<file path="src/rtl/drv_ad56x3_multi.sv">
// rtl/drv_ad56x3_multi.sv - multi-channel SPI write engine for AD56x3/AD56x4 DACs
// Latches all channels on ce, then sends one 24-bit frame per channel with a sync gap between frames.
module drv_ad56x3_multi #(
    parameter int          NUM_CH        = 2,
    parameter int          DATA_WIDTH    = 14,
    parameter logic [3:0]  SIGN_MASK     = 4'b0000,
    parameter string       UPDATE_MODE   = "IMMEDIATE",
    parameter int          SCLK_DIVIDER  = 2,
    parameter int          SYNC_DURATION = 5
) (
    input  logic                         clk,
    input  logic                         reset,
    input  logic                         ce,
    input  logic [NUM_CH*DATA_WIDTH-1:0] data,
    output logic                         busy,
    output logic                         overrun,
    output logic                         dacSync,
    output logic                         dacSclk,
    output logic                         dacDin
);
    localparam int DW_ALL  = NUM_CH * DATA_WIDTH;
    localparam int CHW     = (NUM_CH > 1) ? $clog2(NUM_CH) : 1;
    localparam int DIVW    = $clog2(SCLK_DIVIDER);
    localparam int GAP_CYC = SYNC_DURATION * SCLK_DIVIDER;
    localparam int GAPW    = $clog2(GAP_CYC);
    localparam bit SIMUL   = (UPDATE_MODE == "SIMULTANEOUS");

    localparam logic [DIVW-1:0] DIV_LAST = DIVW'(SCLK_DIVIDER - 1);
    localparam logic [DIVW:0]   HALF     = (DIVW + 1)'(SCLK_DIVIDER / 2);
    localparam logic [GAPW-1:0] GAP_LAST = GAPW'(GAP_CYC - 1);

    typedef enum logic [1:0] {IDLE, SHIFT, GAP} state_t;

    state_t            state;
    logic [DW_ALL-1:0] hold;
    logic [DW_ALL-1:0] conv;
    logic [23:0]       sr;
    logic [DIVW-1:0]   div;
    logic [DIVW:0]     div_nxt;
    logic [4:0]        bitn;
    logic [GAPW-1:0]   gapc;
    logic [CHW-1:0]    ch;
    logic [23:0]       frame0;
    logic [23:0]       frame_nx;

    function automatic logic [23:0] build_frame(input logic [CHW-1:0] c,
                                                input logic [DW_ALL-1:0] samples);
        logic [2:0]  cmd;
        logic [15:0] val;
        val = 16'(samples[c*DATA_WIDTH +: DATA_WIDTH]);
        val = val << (16 - DATA_WIDTH);
        if (!SIMUL)
            cmd = 3'b011;
        else if (32'(c) == NUM_CH - 1)
            cmd = 3'b010;
        else
            cmd = 3'b000;
        return {2'b00, cmd, 3'(c), val};
    endfunction

    // Signed channels become offset binary by flipping the sample MSB.
    always_comb begin
        conv = data;
        for (int n = 0; n < NUM_CH; n++) begin
            if (SIGN_MASK[n])
                conv[n*DATA_WIDTH + DATA_WIDTH - 1] = ~data[n*DATA_WIDTH + DATA_WIDTH - 1];
        end
    end

    assign frame0   = build_frame('0, conv);
    assign frame_nx = build_frame(ch + 1'b1, hold);
    assign div_nxt  = {1'b0, div} + 1'b1;

    always_ff @(posedge clk or negedge reset) begin
        if (!reset) begin
            state   <= IDLE;
            hold    <= '0;
            sr      <= '0;
            div     <= '0;
            bitn    <= '0;
            gapc    <= '0;
            ch      <= '0;
            busy    <= 1'b0;
            overrun <= 1'b0;
            dacSync <= 1'b1;
            dacSclk <= 1'b1;
            dacDin  <= 1'b0;
        end else begin
            overrun <= ce && (state != IDLE);
            case (state)
                IDLE: begin
                    if (ce) begin
                        hold    <= conv;
                        sr      <= frame0;
                        dacDin  <= frame0[23];
                        dacSync <= 1'b0;
                        dacSclk <= 1'b1;
                        busy    <= 1'b1;
                        div     <= '0;
                        bitn    <= '0;
                        ch      <= '0;
                        state   <= SHIFT;
                    end
                end
                SHIFT: begin
                    if (div == DIV_LAST) begin
                        div     <= '0;
                        dacSclk <= 1'b1;
                        if (bitn == 5'd23) begin
                            dacSync <= 1'b1;
                            dacDin  <= 1'b0;
                            gapc    <= '0;
                            state   <= GAP;
                        end else begin
                            bitn   <= bitn + 5'd1;
                            sr     <= sr << 1;
                            dacDin <= sr[22];
                        end
                    end else begin
                        div     <= div + 1'b1;
                        dacSclk <= (div_nxt < HALF);
                    end
                end
                GAP: begin
                    if (gapc == GAP_LAST) begin
                        if (32'(ch) < NUM_CH - 1) begin
                            ch      <= ch + 1'b1;
                            sr      <= frame_nx;
                            dacDin  <= frame_nx[23];
                            dacSync <= 1'b0;
                            div     <= '0;
                            bitn    <= '0;
                            state   <= SHIFT;
                        end else begin
                            busy  <= 1'b0;
                            state <= IDLE;
                        end
                    end else begin
                        gapc <= gapc + 1'b1;
                    end
                end
                default: state <= IDLE;
            endcase
        end
    end
endmodule

</file>
<file path="config.mk">
export PLATFORM = sky130hd
export DESIGN_NAME = drv_ad56x3_multi
export DESIGN_NICKNAME = d
export VERILOG_FILES = /design/src/rtl/drv_ad56x3_multi.sv
export SDC_FILE = /design/constraint.sdc
export NUM_CORES = 1
export LEC_CHECK = 0
export ABC_AREA = 0
export CORE_UTILIZATION = 40
export CTS_BUF_LIST = sky130_fd_sc_hd__clkbuf_16
export DETAILED_ROUTE_END_ITERATION = 16
export SLEW_MARGIN = 20
export SYNTH_ARGS = -nofsm -noshare
export SYNTH_HDL_FRONTEND = slang
export SYNTH_SLANG_ARGS = --single-unit
</file>
<file path="constraint.sdc">
create_clock -name clk -period 2.8 [get_ports clk]
set_input_delay 0.56 -clock clk [delete_from_list [all_inputs] [get_ports clk]]
set_output_delay 0.56 -clock clk [all_outputs]
set_load 0.02 [all_outputs]
</file>
==> metrics.txt <==
final wirelength=6720 um; Clock Latency Late Sink=between 0.3 and 0.4 ns; Pwr Total=around 2.5 mW; cell area after synthesis=3420 um^2; GPL Wtd Cong=between 0.8 and 0.9; wire per inst=15.3 um; PnR worst setup slack=approximately 0.62 ns; Worst-Margin Slew=around 0.92 ns; Clk Tree Root Cell=clkbuf_16; CTS Buf Count=9; post-layout util=between 50% and 60%; Die H=about 95 um; DRC viols=0; VDD IR max=379 uV; Setup WS pre-CTS=0.372 ns; CTS resizes=0; Core ar.=8260 um^2; Worst Hold Class=in2async; area grow syn2layout=24.3%; crit path DAT=2.39 ns; CP required=between 3 and 4 ns; Overflow after GRT=0; CP Launch Type=register; vias in the first global route=about 2400; Synth top area share=47.5%; placed inst area=about 3900 um^2; CP Capture Type=register; register bit total from synthesis=between 60 and 70; Post-synth top cells=dfrtp_1, mux2_2, a21oi_1, nand2_1, nor2_1; Setup TNS Final=0 ns; Power Dens Cells=about 590 nW/um^2; H-Tree Depth=3; PortBufs=35; post-CTS setup buffer count=0; Post-synth EDFFs=0; Async SR Flop Fraction=100%; Post-Layout Cell Count=438; clock transition at the registers of the reported paths=0.06 ns; largest net degree at the start of global routing=48; worst relative slew slack=38.4%; 1st-pass router iterations=4; Max-cap violations=0; # placed instances=between 400 and 500; fmax=0.459 GHz; fin crit share=between 70 and 80%; first-pass GRT wire length=between 10000 and 15000 um; Ant. Diodes=0; most frequent cell after synthesis=dfrtp_1; Detailed Place HPWL=roughly 4400 um; row count=33; sequential share of the synthesized area=between 40 and 50%; CTS tree=built; setup violators final=0; Synth Flop Type=dfrtp_1; total number of vias=2320; cell area after layout=around 4300 um^2; Netlist cell types=42; Max FO, Critical Path=23; clock buffer depth=2; Starting Density=slightly above 40%; Mean Syn Cell Area=11.6 um^2; max-slew violations=0; Setup Crit Path Kind=reg2reg; # IOs=36; unrepaired setup endpoints after global routing=false; DR vias/cell=~5.3; drt initial violations=87; Net Count, Synth=approximately 330; Clock Sink Count=67; share of post-route cells with drive strength above 1=26.7%; initial antenna violation count=0; Final Hold Fails=0; Clock Skew=between 0.004 and 0.005 ns; ANT nets after route=0; Syn Inst Count=approximately 290; Leakage=2.00 nW; Synth area leaders=dfrtp_1, mux2_2, mux2_4, a21oi_1, ha_1; YS warnings=0; Synth area leader=dfrtp_1; final hold slack=0.202 ns; # hold bufs at CTS=0; Die X-Extent=between 90 and 100 um; outcome=completed; die area=8930 um^2; Post-layout nets=about 370; Final min period=2.18 ns; Total GRT Usage=about 17%
==> layer usage <==
layer | GRT usage, % | up-vias | wire length [um] | share of wire [%]
li1 | - | 1125 | - | -
met1 | 22.4 | 1141 | 3160 | 47
met2 | 28.0 | 46 | 3240 | 48
met3 | 4.51 | 8 | 221 | 3.3
met4 | 6.82 | 0 | 106 | 1.6
met5 | 0 | - | 0 | 0
==> layout by cell type, fill, tap and decap left out, types with 3 or more instances in the layout <==
cell             synthesis  routed
nand2_1                 21      21
mux2_4                  14      14
nand3_1                  6       6
mux2i_1                  3       3
nor3_1                   3       3
mux2_2                  45      45
dfrtp_1                 65      65
bufinv_16                0       5
buf_4                    0       5
nor2_1                  20      20
a21oi_1                 25      25
nor2b_1                  8       8
clkbuf_16                0       9
a22oi_1                 13      13
inv_1                    7       7
clkdlybuf4s50_1          0      34
a22o_1                   5       5
o21ai_0                  4       4
o221ai_1                 3       3
ha_1                     8       8
==> state kept, by name, summed over array words and instances, names as in the netlist <==
signal / flops
bitn: 5
busy: 1
ch: 1
dacDin: 1
dacSclk: 1
dacSync: 1
div: 1
gapc: 4
hold: 28
overrun: 1
sr: 21
state: 2
==> cell type report <==
class	instances	area (um^2)
inverters	7	26.3
fillers	738	4000
well taps	105	131
clock inverters	7	164
repair buffers	41	403
clock buffers	9	225
multi-input cells	202	1630
flip-flops and latches	67	1680
==> final timing paths <==
| kind | startpoint | end | slack, ns | cells after the start |
|---|---|---|---|---|
| setup reg to reg | state[0]$_DFFE_PN0P_ | sr[6]$_DFFE_PN0P_ | 0.62 | 6 |
| hold / removal | reset | hold[25]$_DFFE_PN0P_ | 0.20 | 1 |
| hold reg to reg | hold[0]$_DFFE_PN0P_ | hold[0]$_DFFE_PN0P_ | 0.48 | 2 |
| max in group asynchronous | reset | dacSync$_DFFE_PN1P_ | 1.93 | 2 |
| setup / recovery | state[0]$_DFFE_PN0P_ | sr[6]$_DFFE_PN0P_ | 0.62 | 6 |
| min in group clk | hold[0]$_DFFE_PN0P_ | hold[0]$_DFFE_PN0P_ | 0.48 | 2 |
==> report_power, final <==
group / total (mW) / internal, mW / switching, mW / leakage, nW
registers: 0.970 / 0.970 / 0.000154 / 0.892
clock network: 1.46 / 1.05 / 0.412 / 0.190
logic: 0.0699 / 0.0407 / 0.0292 / 0.917
total: 2.50 / 2.06 / 0.441 / 2.00
==> worst max-delay path, cell delays in order, from the launching register on <==
cell     delay, ns
dfrtp_1       0.41
inv_1         0.12
ha_1          0.26
nor2b_1       0.37
a211o_4       0.20
a21o_4        0.31
mux2_2        0.38
==> logic make-up after synthesis <==
group	count (synthesis)	synth area share [%]
AO/OA/AOI/OAI	63	12.6
adder cells (fa/ha/maj)	8	2.92
buffers and inverters	25	3.44
flip-flops	67	49.0
multiplexers	62	21.8
AND/OR/NAND/NOR	69	10.2
No activity file was read; power rests on OpenSTA's default activity.
